**src/rtl/arm_controller.sv**
```systemverilog
// arm_controller: single-cycle ARM control unit.
// Decodes Instr[31:12] into datapath strobes and holds the NZCV flag register.
// State-changing strobes are gated by the conditional-execution check.
module arm_controller #(
  parameter logic [3:0] FLAGS_RESET = 4'b0000
) (
  input  logic        CLK,
  input  logic        RESET,
  input  logic [19:0] Instr,
  input  logic [3:0]  ALUFlags,
  output logic        PCSrc,
  output logic        MemtoReg,
  output logic        MemWrite,
  output logic        ALUSrc,
  output logic        RegWrite,
  output logic [1:0]  RegSrc,
  output logic [1:0]  ImmSrc,
  output logic [1:0]  ALUControl,
  output logic [3:0]  Flags
);

  // Instr is bits [31:12], so local index = architectural index - 12.
  logic [3:0] cond_s;
  logic [1:0] op_s;
  logic [5:0] funct_s;
  logic [3:0] rd_s;
  logic       unused_rn_s;

  assign cond_s      = Instr[19:16];
  assign op_s        = Instr[15:14];
  assign funct_s     = Instr[13:8];
  assign rd_s        = Instr[3:0];
  // Rn does not affect control decode.
  assign unused_rn_s = ^Instr[7:4];

  // ARM condition-code evaluation against a packed {N,Z,C,V}.
  function automatic logic cond_holds(input logic [3:0] cond, input logic [3:0] nzcv);
    logic n;
    logic z;
    logic c;
    logic v;
    logic r;
    n = nzcv[3];
    z = nzcv[2];
    c = nzcv[1];
    v = nzcv[0];
    case (cond)
      4'b0000: r = z;
      4'b0001: r = ~z;
      4'b0010: r = c;
      4'b0011: r = ~c;
      4'b0100: r = n;
      4'b0101: r = ~n;
      4'b0110: r = v;
      4'b0111: r = ~v;
      4'b1000: r = c & ~z;
      4'b1001: r = ~c | z;
      4'b1010: r = (n == v);
      4'b1011: r = (n != v);
      4'b1100: r = ~z & (n == v);
      4'b1101: r = z | (n != v);
      4'b1110: r = 1'b1;
      default: r = 1'b0;
    endcase
    return r;
  endfunction

  logic       branch_s;
  logic       reg_w_s;
  logic       mem_w_s;
  logic       alu_op_s;
  logic       mem_to_reg_s;
  logic       alu_src_s;
  logic [1:0] reg_src_s;
  logic [1:0] imm_src_s;
  logic [1:0] alu_control_s;
  logic       cmd_ok_s;
  logic       reg_w_eff_s;
  logic [1:0] flag_w_s;
  logic       pcs_s;
  logic       cond_ex_s;
  logic [3:0] flags_q;
  logic [3:0] flags_d;

  // Main decode: instruction class to raw (ungated) strobes.
  always_comb begin
    branch_s     = 1'b0;
    reg_w_s      = 1'b0;
    mem_w_s      = 1'b0;
    alu_op_s     = 1'b0;
    mem_to_reg_s = 1'b0;
    alu_src_s    = 1'b0;
    reg_src_s    = 2'b00;
    imm_src_s    = 2'b00;
    case (op_s)
      2'b00: begin
        alu_src_s = funct_s[5];
        reg_w_s   = 1'b1;
        alu_op_s  = 1'b1;
      end
      2'b01: begin
        imm_src_s = 2'b01;
        alu_src_s = 1'b1;
        if (funct_s[0]) begin
          mem_to_reg_s = 1'b1;
          reg_w_s      = 1'b1;
        end else begin
          reg_src_s = 2'b10;
          mem_w_s   = 1'b1;
        end
      end
      2'b10: begin
        branch_s  = 1'b1;
        reg_src_s = 2'b01;
        imm_src_s = 2'b10;
        alu_src_s = 1'b1;
      end
      default: begin
        // Undefined class: everything stays deasserted.
        branch_s = 1'b0;
      end
    endcase
  end

  // ALU decode: map DP command to ALU operation; unknown commands become no-ops.
  always_comb begin
    alu_control_s = 2'b00;
    cmd_ok_s      = 1'b1;
    if (alu_op_s) begin
      case (funct_s[4:1])
        4'b0100: alu_control_s = 2'b00;
        4'b0010: alu_control_s = 2'b01;
        4'b0000: alu_control_s = 2'b10;
        4'b1100: alu_control_s = 2'b11;
        default: begin
          alu_control_s = 2'b00;
          cmd_ok_s      = 1'b0;
        end
      endcase
    end else begin
      alu_control_s = 2'b00;
      cmd_ok_s      = 1'b1;
    end
  end

  assign reg_w_eff_s = reg_w_s & cmd_ok_s;
  // C,V are only meaningful for the arithmetic ops (ADD/SUB have ALUControl[1]=0).
  assign flag_w_s[1] = alu_op_s & funct_s[0] & cmd_ok_s;
  assign flag_w_s[0] = flag_w_s[1] & ~alu_control_s[1];
  assign pcs_s       = branch_s | (reg_w_eff_s & (rd_s == 4'hF));

  // The condition uses the registered flags, so a flag-setting instruction sees the old flags.
  assign cond_ex_s = cond_holds(cond_s, flags_q);

  assign PCSrc      = pcs_s & cond_ex_s;
  assign RegWrite   = reg_w_eff_s & cond_ex_s;
  assign MemWrite   = mem_w_s & cond_ex_s;
  assign MemtoReg   = mem_to_reg_s;
  assign ALUSrc     = alu_src_s;
  assign RegSrc     = reg_src_s;
  assign ImmSrc     = imm_src_s;
  assign ALUControl = alu_control_s;
  assign Flags      = flags_q;

  // Next flags: each half loads independently, and only when the instruction executes.
  always_comb begin
    flags_d = flags_q;
    if (cond_ex_s) begin
      if (flag_w_s[1]) begin
        flags_d[3:2] = ALUFlags[3:2];
      end else begin
        flags_d[3:2] = flags_q[3:2];
      end
      if (flag_w_s[0]) begin
        flags_d[1:0] = ALUFlags[1:0];
      end else begin
        flags_d[1:0] = flags_q[1:0];
      end
    end else begin
      flags_d = flags_q;
    end
  end

  // NZCV register with asynchronous reset.
  always_ff @(posedge CLK or posedge RESET) begin
    if (RESET) begin
      flags_q <= FLAGS_RESET;
    end else begin
      flags_q <= flags_d;
    end
  end

endmodule

```
**config.mk**
```make
export PLATFORM = sky130hd
export DESIGN_NAME = arm_controller
export DESIGN_NICKNAME = d
export VERILOG_FILES = /design/src/rtl/arm_controller.sv
export SDC_FILE = /design/constraint.sdc
export NUM_CORES = 1
export LEC_CHECK = 0
export CORE_MARGIN = 5
export CORE_UTILIZATION = 35
export DETAILED_ROUTE_END_ITERATION = 8
export PLACE_DENSITY = 0.79
export SYNTH_ARGS = -nofsm -noshare
export SYNTH_HDL_FRONTEND = slang
export SYNTH_SLANG_ARGS = --single-unit
```
**constraint.sdc**
```tcl
create_clock -name CLK -period 2.2 [get_ports CLK]
set_clock_uncertainty 0.05 [all_clocks]
set_input_delay 0.22 -clock CLK [delete_from_list [all_inputs] [get_ports CLK]]
set_output_delay 0.22 -clock CLK [all_outputs]
set_load 0.02 [all_outputs]
```
==> summary.md, run 1 <==
| Metric | Value |
|---|---|
| Port Buffers | `36` |
| Status | `completed` |
| WP data required | `1.93 ns` |
| Worst setup EP type | `output pin` |
| Fin area | `1160 µm²` |
| Area after DPL | `1145 µm²` |
| Max-Cap Viols | `0` |
| Total CTS buffers | `3` |
| DR vias/cell | `5.000` |
| H-tree lvl count | `1` |
| 1st-iter DRT viols | `11` |
| Most used routing layer | `met2` |
| Setup TNS Final | `0 ns` |
| Initial DRT Pass Iterations | `4` |
| CP Launch Point | `Instr[14]` |
| Vias in the first global route | `751` |
| Layout cell share with drive strength beyond 1 | `31.25%` |
| Register area share after synthesis | `15.47%` |
| Vias | `765` |
| Hold Path Class | `input pin to async pin` |
| WS Path Type | `input pin to output pin` |
| Core area | `1745 µm²` |
| Mapped Area | `646.9 µm²` |
| Maximum clock path buffer count | `2` |
| RSZ-0062 raised after global routing | `false` |
| Min cycle time layout | `2.093 ns` |
| Worst flop-to-flop path startpoint | `Flags[2]` |
| Synth Instances | `75` |
| Combinational share of power | `56.9%` |
| Wire per inst | `12.90 µm` |
| NetSw | `0.1665 mW` |
| R2r endpoint | `Flags[0]` |
| CTS tree | `yes` |
| Pint | `0.3116 mW` |
| Mapped Avg Cell Area | `8.625 µm²` |
| Final Hold Viols | `0` |
| Slew @ Worst Pin | `0.2833 ns` |
| Initial Util | `37.06%` |
| # IOs | `41` |
| DIE AREA | `2808 µm²` |
| Largest net degree at the start of global routing | `10` |
| # diodes | `0` |
| Die Y-Extent | `52.99 µm` |
| Clk pwr share | `18.6%` |
| DRC | `0` |
| Max FFs per register | `4` |
| Critical Path Start Type | `input pin` |
| Sequential Power Share | `24.5%` |
| Yosys cell types | `36` |
| FP Rows | `15` |
| GRT Overall Usage | `15.23%` |
| Max-slew headroom | `81.11%` |
| DRT Wirelength | `1.973 mm` |
| Area delta synth->final | `79.30%` |
| WP data arrival | `1.82 ns` |
| Layout net count | `161` |
| Clock Latency Late Sink | `0.23 ns` |
| # setup viols final | `0` |
| M1 GR Usage | `16.24%` |
| Final weighted congestion in routability-driven placement | `0.7824` |
| Leakage Power | `0.5513 nW` |
| Clock Sink Count | `4` |
| Post-DRT Antenna Nets | `0` |
| Crit share post-route | `95.15%` |
| Mapped Nets | `106` |
| Antenna violations before repair | `0` |
| Hold buffer count at CTS | `0` |
| HPWL after detailed placement | `1.616 mm` |
| Grt met3 use | `3.380%` |
| Total number of yosys warnings | `0` |
| Most common cell after layout, fill and taps aside | `clkdlybuf4s50_1` |
| R2R Setup Slk | `0.15 ns` |
| Reg2reg path depth | `7` |
| Cell Pwr Density | `412.2 nW/µm²` |
| Fmax | `0.4777 GHz` |
| Switching power share of the total | `34.83%` |
| Clk slew on worst S/H paths | `0.04 ns` |
| Total gr overflow | `0` |
| FF+latch count, synth | `4` |
| Most frequent cells in the layout | `clkdlybuf4s50_1, buf_4, inv_1` |
| CP Capture Point | `ALUSrc` |
| First-pass GRT wire length | `3.105 mm` |
| Root buffer cell | `clkbuf_4` |
| Die W | `52.99 µm` |
| Peak supply drop | `208.3 µV` |
| Critical path peak fanout | `3` |
| GR Util met2 | `28.31%` |
| Fillers | `160` |
| Slew Limit Fails | `0` |
## power groups by stage
| stage | Combinational [mW] | Sequential [mW] | Clock, mW |
|---|---|---|---|
| 2_1_floorplan | 0.117 | 0.127 | 0 |
| 3_3_place_gp | 0.267 | 0.113 | 0 |
| 3_5_place_dp | 0.272 | 0.114 | 0 |
| 4_1_cts | 0.274 | 0.116 | 0.0930 |
| 5_1_grt | 0.292 | 0.121 | 0.0985 |
| 6_report | 0.272 | 0.117 | 0.0889 |
## cell usage after synthesis
| cell type | n | area (µm²) |
|---|---|---|
| and2_2 | 1 | 7.510 |
| nor2_1 | 5 | 18.77 |
| xor2_1 | 2 | 17.52 |
| nand4_2 | 1 | 12.51 |
| o2111ai_1 | 2 | 17.52 |
| nand3_1 | 1 | 5.000 |
| a2111o_1 | 1 | 11.26 |
| a21oi_1 | 6 | 30.03 |
| inv_1 | 7 | 26.28 |
| o21a_1 | 1 | 7.510 |
| xnor2_1 | 3 | 26.28 |
| nor2b_1 | 3 | 18.77 |
| o311a_2 | 1 | 11.26 |
| dfrtp_1 | 4 | 100.1 |
| buf_2 | 2 | 10.01 |
| nand2_1 | 2 | 7.510 |
| o21ai_0 | 1 | 5.000 |
| inv_2 | 1 | 3.750 |
| nor3_1 | 1 | 5.000 |
| or3b_2 | 1 | 8.760 |
| buf_6 | 1 | 11.26 |
| nand3b_1 | 1 | 7.510 |
| and3b_1 | 1 | 8.760 |
| a41oi_1 | 1 | 8.760 |
| and3_2 | 1 | 7.510 |
| nand4_1 | 3 | 18.77 |
| a311o_1 | 1 | 10.01 |
| and4bb_1 | 1 | 12.51 |
| buf_4 | 2 | 15.01 |
| mux2i_1 | 2 | 20.02 |
| mux2_4 | 4 | 60.06 |
| ha_1 | 5 | 62.56 |
| nor3b_1 | 2 | 15.01 |
| nand2b_1 | 1 | 6.260 |
| o311a_1 | 1 | 10.01 |
| and4_4 | 2 | 22.52 |
## cells by family after synthesis
| kind of cell | count (synthesis) | synth area share [%] |
|---|---|---|
| multiplexers | 6 | 12.38 |
| AND/OR/NAND/NOR | 27 | 28.24 |
| AO/OA/AOI/OAI | 15 | 17.22 |
| adder cells (fa/ha/maj) | 5 | 9.671 |
| flip-flops | 4 | 15.47 |
| buffers and inverters | 13 | 10.25 |
| XOR/XNOR | 5 | 6.771 |
## worst min-delay path by stage
stage | start | to | slack, ns | cells after the start
floorplan | RESET | Flags[0] | -0.06 | 1
global placement | RESET | Flags[2] | 0.36 | 2
detailed placement | RESET | Flags[1] | 0.36 | 2
CTS | RESET | Flags[0] | 0.12 | 2
global route | RESET | Flags[1] | 0.13 | 2
finish | RESET | Flags[0] | 0.12 | 2
## per-stage QoR
stage | total power, mW | util [%] | setup slack (ns) | hold slack, ns | instances
2_1_floorplan | 0.2441 | - | 0.2694 | -0.06392 | 75
3_3_place_gp | 0.3803 | 65.59 | -0.3805 | 0.3590 | 150
3_5_place_dp | 0.3862 | 65.59 | -0.4615 | 0.3589 | 150
4_1_cts | 0.4836 | 66.24 | 0.01292 | 0.1168 | 153
5_1_grt | 0.5107 | 66.45 | 0.01802 | 0.1337 | 153
6_report | 0.4781 | 66.45 | 0.1067 | 0.1173 | 153
## worst max-delay path, stage by stage
cell	delay (ns)
clkdlybuf4s50_1	0.48
inv_1	0.06
ha_1	0.22
buf_4	0.14
a21oi_1	0.11
nor2_1	0.05
clkdlybuf4s50_1	0.53
## repair_timing
item                                    CTS  global route
pin swaps                                 1             1
resized for setup                        19             2
setup buffers                             0             0
endpoints found under the setup margin    8             6
## per-layer routing
metal  share of wire (%)  routed length, µm  up-vias
li1                    -                  -      380
met1                  38                749      350
met2                  54               1064       33
met3                 7.3                145        2
met4                0.71                 14        0
met5                   0                  0        -
## final cells by class
class	instances	area, µm²	area share [%]
clock buffers	3	22.52	1.942
inverters	8	30.03	2.589
multi-input cells	58	488.0	42.07
flip-flops and latches	4	102.6	8.846
well taps	25	31.28	2.697
repair buffers	55	485.5	41.86
No activity file was read; power rests on OpenSTA's default activity.
==> inputs of run 2 (changes only) <==
MAX_ROUTING_LAYER = met4   (was unset)
==> run 2 against run 1 <==
Effect of this change: cell count unchanged; total power about the same; flip-flop and latch count unchanged; worst hold slack got worse by 0.00068 ns; maximum frequency about the same; largest cell class unchanged.
==> summary.md, run 2 (synthesized netlist as in run 1, its figures left out) <==
| Metric | Value |
|---|---|
| # IOs | `41 (unchanged)` |
| Top delay family on crit path | `buffers and inverters` |
| Pre-CTS worst setup slack | `-0.4615 ns (unchanged)` |
| CTS tree | `yes` |
| Hold Path Class | `input pin to async pin` |
| Wire per inst | `12.76 µm (-1.0%)` |
| Clock Latency Late Sink | `0.23 ns (about the same)` |
| Min cycle time layout | `2.093 ns (+0.00004100 ns)` |
| Slew Limit Fails | `0 (unchanged)` |
| Slew @ Worst Pin | `0.2759 ns (-0.007457 ns)` |
| DRT Wirelength | `1.953 mm (-1.0%)` |
| Non-Filler Instances | `153 (unchanged)` |
| Peak supply drop | `208.6 µV (+0.14%)` |
| Total gr overflow | `0 (unchanged)` |
| DR vias/cell | `5.033 (+0.65%)` |
| Cell mode on critical path | `clkdlybuf4s50_1` |
| Clk slew on worst S/H paths | `0.04 ns (about the same)` |
| Final Hold Viols | `0 (unchanged)` |
| Status | `completed` |
| WP data arrival | `1.82 ns (about the same)` |
| Maximum clock path buffer count | `2 (unchanged)` |
| Critical Path Start Type | `input pin` |
| Max-slew headroom | `81.61% (+0.50 points)` |
| DP Cell Count | `150 (unchanged)` |
| Max FFs per register | `4 (unchanged)` |
| Root buffer cell | `clkbuf_4` |
| Layout net count | `161 (unchanged)` |
| Total CTS buffers | `3 (unchanged)` |
| # Post-CTS Setup Buffers | `0 (unchanged)` |
| DIE AREA | `2808 µm² (unchanged)` |
| Final weighted congestion in routability-driven placement | `0.7933 (+1.4%)` |
| Crit-path max cell delay | `0.53 ns (about the same)` |
| PnR worst setup slack | `0.1067 ns (-0.00004100 ns)` |
| WS Path Type | `input pin to output pin` |
| Max-Cap Viols | `0 (unchanged)` |
| Most frequent cells in the layout | `clkdlybuf4s50_1, buf_4, inv_1` |
| Initial DRT Pass Iterations | `4 (unchanged)` |
| WP data required | `1.93 ns (about the same)` |
| DRC | `0 (unchanged)` |
| Largest net degree at the start of global routing | `10 (unchanged)` |
| Port Buffers | `36 (unchanged)` |
| HPWL after detailed placement | `1.616 mm (unchanged)` |
| CP cell instances | `clkdlybuf4s50_1, inv_1, ha_1, buf_4, a21oi_1, nor2_1, clkdlybuf4s50_1` |
| Most common cell after layout, fill and taps aside | `clkdlybuf4s50_1` |
| Vias in the first global route | `750 (-0.13%)` |
| Antenna violations before repair | `0 (unchanged)` |
| Post-DRT Antenna Nets | `0 (unchanged)` |
| Vias | `770 (+0.65%)` |
| H-tree lvl count | `1 (unchanged)` |
| Worst setup EP type | `output pin` |
| # setup viols final | `0 (unchanged)` |
| WP buf/inv | `4 (unchanged)` |
| GRT Overall Usage | `15.62% (+0.38 points)` |
| Die W | `52.99 µm (unchanged)` |
| Layout cell share with drive strength beyond 1 | `31.25% (unchanged)` |
| Crit share post-route | `95.15% (about the same)` |
| Clock Sink Count | `4 (unchanged)` |
| Area delta synth->final | `79.30% (unchanged)` |
| FP Rows | `15 (unchanged)` |
| Fmax | `0.4777 GHz (about the same)` |
| Core area | `1745 µm² (unchanged)` |
| First-pass GRT wire length | `3.105 mm (unchanged)` |
| Critical path peak fanout | `3 (unchanged)` |
| Leakage Power | `0.5513 nW (unchanged)` |
| Die Y-Extent | `52.99 µm (unchanged)` |
| # diodes | `0 (unchanged)` |
| Cell Pwr Density | `412.2 nW/µm² (about the same)` |
| CP max stage cell | `clkdlybuf4s50_1` |
| 1st-iter DRT viols | `11 (unchanged)` |
| RSZ-0062 raised after global routing | `false` |
| Initial Util | `37.06% (unchanged)` |
-- run 2: cell counts in the layout (fill, tap and decap cells not counted) --
No cell type changed its count.
-- run 2: area by class of cell --
cell class	count	area [µm²]
tap	25	31.28
multi-input combinational	58	488.0
inverter	8	30.03
clock buffer	3	22.52
sequential	4	102.6
timing repair buffer	55	485.5
fill	160	585.6
-- run 2: power breakdown --
group	internal [mW]	switching (mW)	total, mW
sequential	0.0901	0.0273	0.117
combinational	0.161	0.111	0.272
clock	0.0609	0.0283	0.0891
total	0.312	0.167	0.478
-- run 2: repair_timing --
action                                  in CTS  in global routing
endpoints found under the setup margin       8                  6
hold endpoints to repair                     0                  0
pin swaps                                    1                  1
resized for setup                           19                  2
hold buffers                                 0                  0
-- run 2: metrics by stage --
stage	total power [mW]	utilization [%]	TNS [ns]	area (µm²)	hold WS [ns]
detailed placement	0.3862	65.59	-2.403	1145	0.3589
CTS	0.4836	66.24	0	1156	0.1168
finish	0.4781	66.45	0	1160	0.1166
global route	0.5107	66.45	0	1160	0.1337
floorplan	0.2441	-	0	646.9	-0.06392
global placement	0.3803	65.59	-1.900	1145	0.3590
-- run 2: final timing paths --
path | from | endpoint | slack [ns] | cells past startpoint
min reg2reg | Flags[2] | Flags[2] | 0.55 | 1
max | Instr[14] | ALUSrc | 0.11 | 7
max reg2reg | Flags[2] | Flags[0] | 0.15 | 7
min | RESET | Flags[0] | 0.12 | 2
max in group asynchronous | RESET | Flags[3] | 1.82 | 2
min in group CLK | ALUFlags[2] | Flags[2] | 0.55 | 2
-- run 2: worst register-to-register path: stages, from the launching register on --
cell and delay [ns]:
dfrtp_2 0.44, and4bb_1 0.27, mux2i_1 0.07, a311o_1 0.31
nand4_2 0.13, buf_4 0.12, and4_4 0.24, mux2_4 0.30
-- run 2: routing by layer --
metal,vias to the layer above,global-route usage [%],part of all wire [%]
met5,-,-,0
met4,0,6.383,1.4
met3,4,2.535,6.0
met2,31,28.31,53
met1,353,16.75,39
li1,382,-,-
